### config.mk
export PLATFORM = sky130hd
export DESIGN_NAME = id_ex_stage
export DESIGN_NICKNAME = d
export VERILOG_FILES = /design/src/rtl/id_ex_stage.sv
export SDC_FILE = /design/constraint.sdc
export NUM_CORES = 1
export LEC_CHECK = 0
export CORE_AREA = 2 2 140 142
export CTS_BUF_LIST = sky130_fd_sc_hd__clkbuf_8
export CTS_CLUSTER_DIAMETER = 100
export DETAILED_ROUTE_END_ITERATION = 8
export DIE_AREA = 0 0 142 144
export PLACE_DENSITY = 0.7
export SETUP_SLACK_MARGIN = 0.3
export SYNTH_ARGS = -nofsm -noshare
export SYNTH_HDL_FRONTEND = slang
export SYNTH_SLANG_ARGS = --single-unit
### constraint.sdc
create_clock -name clk -period 2.23 [get_ports clk]
set_input_delay 0.446 -clock clk [delete_from_list [all_inputs] [get_ports clk]]
set_output_delay 0.446 -clock clk [all_outputs]
set_load 0.05 [all_outputs]
### src/rtl/id_ex_stage.sv
// RV32I decode stage with the ID/EX pipeline register.
// Drives register-file read addresses, builds the immediate, detects
// load-use hazards against EX and inserts a bubble when one is found.
module id_ex_stage #(
  parameter logic [31:0] NOP_INSTR = 32'h00000013
) (
  input  logic        clk,
  input  logic        rst,
  input  logic [31:0] instr_d,
  input  logic [31:0] pc_d,
  input  logic [31:0] pc_plus4_d,
  input  logic        valid_d,
  input  logic        flush_e,
  output logic [4:0]  a1_d,
  output logic [4:0]  a2_d,
  input  logic [31:0] rd1_d,
  input  logic [31:0] rd2_d,
  output logic        stall_fd,
  output logic        valid_e,
  output logic [31:0] pc_e,
  output logic [31:0] pc_plus4_e,
  output logic [31:0] rd1_e,
  output logic [31:0] rd2_e,
  output logic [31:0] imm_e,
  output logic [4:0]  rs1_e,
  output logic [4:0]  rs2_e,
  output logic [4:0]  rd_e,
  output logic [6:0]  opcode_e,
  output logic [2:0]  funct3_e,
  output logic        funct7b5_e,
  output logic        reg_write_e,
  output logic        is_load_e,
  output logic        illegal_e
);

  localparam logic [6:0] OP_R     = 7'b0110011;
  localparam logic [6:0] OP_IALU  = 7'b0010011;
  localparam logic [6:0] OP_LOAD  = 7'b0000011;
  localparam logic [6:0] OP_STORE = 7'b0100011;
  localparam logic [6:0] OP_BR    = 7'b1100011;
  localparam logic [6:0] OP_JALR  = 7'b1100111;
  localparam logic [6:0] OP_JAL   = 7'b1101111;
  localparam logic [6:0] OP_LUI   = 7'b0110111;
  localparam logic [6:0] OP_AUIPC = 7'b0010111;

  logic [6:0]  opcode;
  logic [4:0]  rd, rs1, rs2;
  logic [2:0]  funct3;
  logic [31:0] imm;
  logic        uses_rs1, uses_rs2, writes_rd, known, is_load;
  logic        hazard;

  assign opcode = instr_d[6:0];
  assign rd     = instr_d[11:7];
  assign funct3 = instr_d[14:12];
  assign rs1    = instr_d[19:15];
  assign rs2    = instr_d[24:20];
  assign a1_d   = rs1;
  assign a2_d   = rs2;

  // Opcode class decode and immediate generation.
  always_comb begin
    imm       = '0;
    uses_rs1  = 1'b0;
    uses_rs2  = 1'b0;
    writes_rd = 1'b0;
    known     = 1'b1;
    is_load   = 1'b0;
    unique case (opcode)
      OP_R: begin
        uses_rs1 = 1'b1; uses_rs2 = 1'b1; writes_rd = 1'b1;
      end
      OP_IALU: begin
        imm = {{20{instr_d[31]}}, instr_d[31:20]};
        uses_rs1 = 1'b1; writes_rd = 1'b1;
      end
      OP_LOAD: begin
        imm = {{20{instr_d[31]}}, instr_d[31:20]};
        uses_rs1 = 1'b1; writes_rd = 1'b1; is_load = 1'b1;
      end
      OP_JALR: begin
        imm = {{20{instr_d[31]}}, instr_d[31:20]};
        uses_rs1 = 1'b1; writes_rd = 1'b1;
      end
      OP_STORE: begin
        imm = {{20{instr_d[31]}}, instr_d[31:25], instr_d[11:7]};
        uses_rs1 = 1'b1; uses_rs2 = 1'b1;
      end
      OP_BR: begin
        imm = {{20{instr_d[31]}}, instr_d[7], instr_d[30:25], instr_d[11:8], 1'b0};
        uses_rs1 = 1'b1; uses_rs2 = 1'b1;
      end
      OP_JAL: begin
        imm = {{12{instr_d[31]}}, instr_d[19:12], instr_d[20], instr_d[30:21], 1'b0};
        writes_rd = 1'b1;
      end
      OP_LUI, OP_AUIPC: begin
        imm = {instr_d[31:12], 12'b0};
        writes_rd = 1'b1;
      end
      default: known = 1'b0;
    endcase
  end

  // Load-use: the load in EX has no data until MEM, so a dependent op in ID must wait one cycle.
  always_comb begin
    hazard = valid_e & is_load_e & (rd_e != 5'd0) & valid_d &
             ((uses_rs1 & (rs1 == rd_e)) | (uses_rs2 & (rs2 == rd_e)));
    // A flush discards IF/ID anyway, so holding it would be pointless.
    stall_fd = hazard & ~flush_e;
  end

  // ID/EX register: reset > flush > hazard bubble > normal capture.
  always_ff @(posedge clk) begin
    if (rst || flush_e || hazard) begin
      valid_e     <= 1'b0;
      pc_e        <= '0;
      pc_plus4_e  <= '0;
      rd1_e       <= '0;
      rd2_e       <= '0;
      imm_e       <= '0;
      rs1_e       <= NOP_INSTR[19:15];
      rs2_e       <= NOP_INSTR[24:20];
      rd_e        <= NOP_INSTR[11:7];
      opcode_e    <= NOP_INSTR[6:0];
      funct3_e    <= NOP_INSTR[14:12];
      funct7b5_e  <= NOP_INSTR[30];
      reg_write_e <= 1'b0;
      is_load_e   <= 1'b0;
      illegal_e   <= 1'b0;
    end else begin
      valid_e     <= valid_d;
      pc_e        <= pc_d;
      pc_plus4_e  <= pc_plus4_d;
      rd1_e       <= rd1_d;
      rd2_e       <= rd2_d;
      imm_e       <= imm;
      rs1_e       <= rs1;
      rs2_e       <= rs2;
      rd_e        <= rd;
      opcode_e    <= opcode;
      funct3_e    <= funct3;
      funct7b5_e  <= instr_d[30];
      reg_write_e <= writes_rd & (rd != 5'd0) & valid_d;
      is_load_e   <= is_load & valid_d;
      illegal_e   <= ~known & valid_d;
    end
  end

endmodule

# Word level (Yosys, flattened, before mapping)
# Cells that the tools add are included.
# W data, S select, Z words.
# classes
bitwise,14
reduce_logical,10
n_mux,6
eq_ne,11
# ops
op,n
$pmux W32 S5,1
$eq A7 B6 Y1 const B,3
$eq A7 B7 Y1 const B,3
$eq A7 B5 Y1 const B,2
$and A1 B1 Y1,11
$eq A5 B5 Y1,2
$reduce_bool A5 Y1,2
$reduce_or A9 Y1,1
$eq A7 B2 Y1 const B,1
$reduce_or A7 Y1,1
$reduce_or A3 Y1,2
$reduce_or A6 Y1,1
$mux W1,5
$logic_or A1 B1 Y1,2
$not A1 Y1,2
$reduce_or A2 Y1,1
$or A1 B1 Y1,1
# word_totals
inputBits,164
out_inout_bits,201
register_bits,190

# Depth between registers and ports, before layout
# Gate-level depths: netlist of run 1.
# depth
ltp_word,7
ltp_mapped,8
mapped_depth_nobuf,5

# Worst setup path after synthesis of run 1
# Ideal clock, no wire load.
# synth_timing
path_kind,flip-flop to output port
startpoint,register rd_e[0]
endpoint,output stall_fd
path_stages_with_launch,7
required_ps,1784
slack_ps,-424
t_arrival_ps,2208
cell_sequence,dfxtp_1 > xnor2_1 > nand3_1 > nor4_2 > o21ai_2 > clkbuf_1 > nor2_1
# synth_via
elab_chain_len,5
word_cells_on_any_way,10
cone_classes,eq/ne: 2; bitwise: 7; reduce/logical: 1
# synth_rtl
element,line,text
from (decl),27,"output logic [4:0] rd_e,"
from (signal assigned),124,rd_e <= NOP_INSTR[11:7];
from (signal assigned),140,rd_e <= rd;
$eq A5 B5 Y1 / $reduce_bool A5 Y1 (equally long branches),"108, 107",
"$and A1 B1 Y1, on equally long branches","108, 107",
$or A1 B1 Y1 / $and A1 B1 Y1 (equally long branches),"108, 107",
$and A1 B1 Y1 *,107,hazard = valid_e & is_load_e & (rd_e != 5'd0) & valid_d &
$and A1 B1 Y1 *,110,stall_fd = hazard & ~flush_e;
to (decl),18,"output logic stall_fd,"
# Every way passes the cells marked *; elsewhere a longest branch is shown, timed or not.

# Worst setup path after layout of run 1
# layout_timing
startpoint,register rd_e[1]
endpoint,output stall_fd
# The elaborated chain is that of the path after synthesis.

==> results of run 1 <==
cell usage in the layout (no fill, tap or decap), types with 3 or more instances in the layout:
| cell type | netlist | layout |
|---|---|---|
| a21oi_1 | 22 | 22 |
| a22oi_1 | 4 | 4 |
| and3_1 | 149 | 17 |
| and3_4 | 0 | 132 |
| buf_12 | 0 | 32 |
| buf_16 | 0 | 14 |
| buf_4 | 12 | 51 |
| buf_6 | 3 | 7 |
| buf_8 | 1 | 7 |
| clkbuf_16 | 0 | 9 |
| clkbuf_8 | 0 | 18 |
| clkdlybuf4s15_2 | 0 | 3 |
| clkdlybuf4s50_1 | 0 | 153 |
| dfxtp_1 | 190 | 185 |
| dfxtp_2 | 0 | 3 |
| dlygate4sd2_1 | 0 | 193 |
| inv_6 | 0 | 5 |
| inv_8 | 0 | 3 |
| nand2_1 | 7 | 5 |
| nand2_2 | 1 | 3 |
| nand3_1 | 10 | 9 |
| nor2_1 | 14 | 12 |
| nor3_1 | 11 | 10 |
| nor3_2 | 10 | 11 |
| nor4_2 | 7 | 4 |
| nor4_4 | 0 | 6 |
| o21ai_0 | 3 | 3 |
| or3_1 | 5 | 4 |
| or4_1 | 4 | 3 |
| xnor2_1 | 8 | 5 |
critical path: stages (launching register included):
cell     delay [ps]
dfxtp_4         360
or4_4           540
o211a_4         270
o21ai_4          90
nor2_4           50
buf_12          140
logic make-up (layout without fill, tap and decap cells):
group                  count (synthesis)  in the layout
AO/OA/AOI/OAI                         39             39
XOR/XNOR                              10             10
buffers and inverters                 60            505
flip-flops                           190            190
AND/OR/NAND/NOR                      235            235
metal layers:
metal	share of wire, %	GRT usage [%]	vias up
li1	-	-	2719
met1	40	24.92	2714
met2	51	37.10	223
met3	7.5	7.881	29
met4	1.8	6.789	0
met5	0	0	-
stage by stage:
stage	power (mW)	hold slack (ps)	cell area [um2]	utilization [%]	setup TNS, ps
2_1_floorplan	4.257	544.8	5973	-	0
3_3_place_gp	4.924	920.6	10270	53.83	-48410
3_5_place_dp	4.934	928.7	10270	53.83	-43290
4_1_cts	7.058	400.6	11200	58.73	-2780
5_1_grt	7.357	424.7	12260	64.24	-3848
6_report	7.116	453.0	12260	64.24	-859.2
sequential cells by signal, indices dropped and copies added, names as in the netlist, 3 cells and up:
| signal | cells |
|---|---|
| funct3_e | 3 |
| imm_e | 32 |
| opcode_e | 7 |
| pc_e | 32 |
| pc_plus4_e | 32 |
| rd1_e | 32 |
| rd2_e | 32 |
| rd_e | 5 |
| rs1_e | 5 |
| rs2_e | 5 |
cell usage after synthesis, drive strengths merged (2+ instances only):
cell,instances,area (um2)
dfxtp,190,3804
and3,149,932.1
buf,32,216.5
clkbuf,26,98.84
a21oi,23,118.9
nor3,21,155.1
nor2,14,52.55
nor4,12,118.9
nand3,10,50.05
nand2,8,32.54
xnor2,8,70.07
or3,5,31.28
a22oi,4,30.03
o21ai,4,23.77
or4,4,30.03
or2,3,21.27
inv,2,7.510
nand3b,2,15.01
nand4b,2,17.52
nor2b,2,12.51
xor2,2,17.52
final timing paths:
kind                                          endpoint  depth (start not counted)  slack [ps]                from
worst max-delay path                          stall_fd                          5        -130  rd_e[1]$_SDFF_PP0_
worst min-delay path            opcode_e[0]$_SDFF_PP1_                          3         450          instr_d[0]
worst min register to register    imm_e[12]$_SDFF_PP0_                          6        1170  rd_e[1]$_SDFF_PP0_
worst max register to register    rd2_e[20]$_SDFF_PP0_                         14         -60  rd_e[2]$_SDFF_PP0_
what timing repair did:
action / CTS / global route
resized for setup: 252 / 152
cloned: 14 / 11
endpoints found under the setup margin: 318 / 158
pin swaps: 7 / 75
setup buffers: 17 / 8
power groups by stage:
| stage | clock, mW | sequential [mW] | combinational [mW] |
|---|---|---|---|
| floorplan | 0 | 4.03 | 0.224 |
| global placement | 0 | 3.62 | 1.31 |
| detailed placement | 0 | 3.62 | 1.31 |
| CTS | 2.26 | 3.53 | 1.27 |
| global route | 2.39 | 3.55 | 1.42 |
| finish | 2.21 | 3.54 | 1.37 |
area by class of cell:
class                      instances  area [um2]  area share (%)
timing repair buffer             472        5106           41.66
sequential                       190        3815           31.12
multi-input combinational        284        2660           21.70
tap                              238       297.8           2.430
clock buffer                      18       247.7           2.021
clock inverter                    13       122.6           1.000
inverter                           2       7.507         0.06125
==> results.ini, run 1 <==
[detailed_routing]
viasPerCell = 4.671
via_count = 5685
drt-total-wl_mm = 24.98
routedWlPerCell_um = 20.52
ant_nets = 0
firstDrtPassIters = 4
first_iter_violations = 213
drc = 0

[yosys]
synthAdderAreaFrac_pct = 0
syn-num-nets = 698
synth_edf_count = 0
synth_compound_area_share_pct = 4.304
synth_area_mm2 = 0.005959
synth_xor_area_share_pct = 1.470
synth-simple-area-share_pct = 24.98
post_synth_num_cell_types = 43
avgSynthCellArea_um2 = 11.16
ys.warnings.count = 0
ys_seq_area_share_pct = 63.83
synth_top_family_by_area = simple AND/OR/NAND/NOR gates
postSynthCellCount = 534
async_flop_share_pct = 0
ys.flop_type = dfxtp_1
synth_mux_area_share_pct = 0
synth_seq_cells = 190

[power_and_ir_drop]
seqPwrFrac_pct = 49.7
swShare_pct = 30.26
comb_power_share_pct = 19.2
leakage_nw = 5.698
p_int_mw = 4.963
p_sw_mw = 2.153
vdd_drop_max_uv = 377.0
clock_power_share_pct = 31.1
power.density_mw_per_mm2 = 580.6

[global_routing]
antenna_found_initial = 0
grt_pass1_wl_mm = 32.96
overflow = 0
grt_max_degree = 101
grt_use_total_pct = 21.51
grt_pass1_vias = 5406

[cts]
tritoncts = built
clock-root-buffer = clkbuf_8
cts_buffers = 17
holdBufCountCts = 0
cts.clk_slew.worst_paths_ps = 110
cts_sinks = 190
cts.path.max_buffers = 2
clk_latency_ps = 460
htreeDepth = 4

[placement]
place.gp.congestion = 0.8458
io_buffer_count = 364
place_inst = 1136
hpwl_mm = 15.72
place_ws_ps = -312.5

[sta]
slew_viol_final = 0
report.final.hold_viol_count = 0
period_share_pct = 105.6
max_clock_freq_ghz = 0.4245
slew_headroom_pct = 59.55
rsz0062_at_grt = yes
timing.final.ws_setup_ps = -125.8
setup_viol = 19
finalClockSkew_ps = 18.99
min_period_ps = 2356
tightestPinTransition_ps = 609.2

[floorplanning]
dieWidth_um = 142
design.die.area_mm2 = 0.02045
core_area_mm2 = 0.01908
dieHeight_um = 144
initial_core_util_pct = 31.23
std_cell_rows = 51
pin_count = 365

[cells_and_area]
layout.cells.non_filler = 1217
diodes = 0
nFillCells = 1518
area_growth_pct = 105.7
final_nets = 1131
drive_gt1_share_pct = 33.81

[status]
status = finished with violations
violations = negative setup slack

[worst_setup_path]
cp-end-kind = output pin
crit_path_start_kind = flip-flop
crit_path_max_fanout = 3
cp_data_required_time_ps = 1780
crit_type = reg -> out
critical_path_arrival_ps = 1910

[worst_hold_path]
hp-class = in -> reg

[run]
maxCapViolCount = 0

No activity file was read; power rests on OpenSTA's default activity.
==> inputs of run 2 (changes only) <==
--- a/config.mk
+++ b/config.mk
@@ -10,8 +10,9 @@
 export CTS_CLUSTER_DIAMETER = 100
 export DETAILED_ROUTE_END_ITERATION = 8
 export DIE_AREA = 0 0 142 144
-export PLACE_DENSITY = 0.7
+export PLACE_DENSITY = 0.82
 export SETUP_SLACK_MARGIN = 0.3
+export SLEW_MARGIN = 20
 export SYNTH_ARGS = -nofsm -noshare
 export SYNTH_HDL_FRONTEND = slang
 export SYNTH_SLANG_ARGS = --single-unit
==> run 2 against run 1 <==
  * The flow still finishes with violations (negative setup slack)
  * Sequential power is essentially flat
  * Clock-buffer cell count is the same
  * Sequential share of layout area grew 3.4 points
  * Wire length shrank 11%
  * Non-clock buffer count shrank 50
  * Die area is the same
  * Clock power grew 4%
  * Critical path depth grew 3
  * Fmax grew 0.88%
  * First-iteration DRC count shrank 8.9%
  * Largest power group unchanged
==> results.ini, run 2 (synthesized netlist as in run 1, its figures left out) <==
[status]
status = finished with violations  ; unchanged
violations = negative setup slack  ; unchanged

[cells_and_area]
design_area_mm2 = 0.01104  ; was 0.01226 mm2
drive_gt1_share_pct = 24.41  ; was 33.81%
area_growth_pct = 85.22  ; was 105.7%
final_nets = 1081  ; was 1131
layout.cells.non_filler = 1169  ; was 1217
final_common_cell = dlygate4sd2_1  ; unchanged
final_cell_mix = dlygate4sd2_1, dfxtp_1, clkdlybuf4s50_1  ; unchanged
fin_util_pct = 57.85  ; was 64.24%

[floorplanning]
std_cell_rows = 51  ; unchanged
dieWidth_um = 142  ; unchanged
core_area_mm2 = 0.01908  ; unchanged
design.die.area_mm2 = 0.02045  ; unchanged
pin_count = 365  ; unchanged
initial_core_util_pct = 31.23  ; unchanged
dieHeight_um = 144  ; unchanged

[worst_setup_path]
crit_path_start_kind = primary input  ; was flip-flop
r2r_slack_ps = 130  ; was -60 ps
crit_path_max_fanout = 9  ; was 3
crit_type = in -> out  ; was reg -> out
crit_path_start = instr_d[5]  ; was rd_e[1]$_SDFF_PP0_
critical_path_arrival_ps = 1890  ; was 1910 ps
reg2reg_depth = 7  ; was 14
cp_data_required_time_ps = 1780  ; about the same
cp-end-kind = output pin  ; unchanged
r2r-start = rd_e[1]$_SDFF_PP0_  ; was rd_e[2]$_SDFF_PP0_
r2r-end = imm_e[28]$_SDFF_PP0_  ; was rd2_e[20]$_SDFF_PP0_

[detailed_routing]
first_iter_violations = 194  ; was 213
firstDrtPassIters = 4  ; unchanged
via_count = 5448  ; was 5685
drc = 0  ; unchanged
routedWlPerCell_um = 19.02  ; was 20.52 um
viasPerCell = 4.660  ; was 4.671
ant_nets = 0  ; unchanged
drt-total-wl_mm = 22.23  ; was 24.98 mm

[cts]
cts.clk_slew.worst_paths_ps = 100  ; was 110 ps
cts_sinks = 190  ; unchanged
clk_latency_ps = 470  ; was 460 ps
htreeDepth = 4  ; unchanged
cts_buffers = 17  ; unchanged
clock-root-buffer = clkbuf_8  ; unchanged
holdBufCountCts = 0  ; unchanged
tritoncts = built  ; unchanged
cts.path.max_buffers = 2  ; unchanged

[sta]
rsz0062_at_grt = yes  ; unchanged
holdWs_ps = 445.9  ; was 453.0 ps
max_clock_freq_ghz = 0.4282  ; was 0.4245 GHz
slew_headroom_pct = 60.55  ; was 59.55%
report.final.hold_viol_count = 0  ; unchanged
period_share_pct = 104.7  ; was 105.6%
slew_viol_final = 0  ; unchanged
fin_setup_tns_ps = -105.3  ; was -859.2 ps
min_period_ps = 2335  ; was 2356 ps
setup_viol = 1  ; was 19
finalClockSkew_ps = 13.51  ; was 18.99 ps
tightestPinTransition_ps = 594.1  ; was 609.2 ps
timing.final.ws_setup_ps = -105.3  ; was -125.8 ps

[global_routing]
grt_pass1_vias = 5405  ; was 5406
overflow = 0  ; unchanged
grt_pass1_wl_mm = 31.34  ; was 32.96 mm
grt_max_degree = 80  ; was 101
grt_use_total_pct = 20.41  ; was 21.51%
antenna_found_initial = 1  ; was 0

[power_and_ir_drop]
power.density_mw_per_mm2 = 646.6  ; was 580.6 mW/mm2
leakage_nw = 5.322  ; was 5.698 nW
finalPower_mw = 7.137  ; was 7.116 mW
vdd_drop_max_uv = 374.0  ; was 377.0 uV

[placement]
place_inst = 1130  ; was 1136
hpwl_mm = 15.83  ; was 15.72 mm
place_ws_ps = -305.6  ; was -312.5 ps
place_area_mm2 = 0.01022  ; was 0.01027 mm2
io_buffer_count = 364  ; unchanged
place.gp.congestion = 0.8466  ; was 0.8458

[worst_hold_path]
whs_endpoint = opcode_e[1]$_SDFF_PP1_  ; was opcode_e[0]$_SDFF_PP1_
min_delay_path_depth = 3  ; unchanged
hp-class = in -> reg  ; unchanged
hold_start = instr_d[1]  ; was instr_d[0]

[run]
maxCapViolCount = 0  ; unchanged

run 2: cell types whose count changed in the layout (fill, tap and decap cells not counted), moves of 5 or more:
cell / delta
and3_1: +60
and3_4: -60
buf_12: -15
buf_16: -11
buf_8: -7
buf_6: -6
clkbuf_16: -6
nor4_2: +6
buf_4: -5
dlygate4sd2_1: -5
run 2: critical path, cell delays in order:
cell,delay [ps]
clkdlybuf4s50_1,450
buf_4,150
nand2_1,100
nor4_4,270
buf_4,160
o21ai_4,60
nor2_4,100
buf_12,140
run 2: how the worst max path moves through the flow:
stage	to	slack, ps	depth (start not counted)
after floorplan	stall_fd	80	6
after global placement	rd1_e[23]$_SDFF_PP0_	-280	9
after detailed placement	pc_plus4_e[2]$_SDFF_PP0_	-310	9
after CTS	stall_fd	-210	5
after global routing	stall_fd	-160	5
final	stall_fd	-110	8
run 2: routing by layer:
| layer | up-vias | wire length [um] | global-route usage [%] |
|---|---|---|---|
| met1 | 2573 | 9010 | 23.93 |
| met4 | 0 | 505 | 7.789 |
| li1 | 2615 | - | - |
| met2 | 227 | 11060 | 34.48 |
| met5 | - | 0 | 0 |
| met3 | 33 | 1652 | 7.086 |
run 2: cell type report:
class	count	area [um2]
diodes	1	2.502
clock inverters	14	163.9
fillers	1628	8041
inverters	2	7.507
well taps	238	297.8
multi-input cells	284	2336
repair buffers	422	4173
flip-flops and latches	190	3810
clock buffers	18	247.7
run 2: repair_timing:
action,in CTS,in global routing
setup buffers,1,1
endpoints found under the setup margin,282,120
gates cloned,1,3
gates resized for setup,285,16
pin swaps,76,6
run 2: where the power goes:
part / switching [mW] / internal (mW)
registers: 0.0291 / 3.51
clock network: 1.41 / 0.883
logic: 0.739 / 0.568
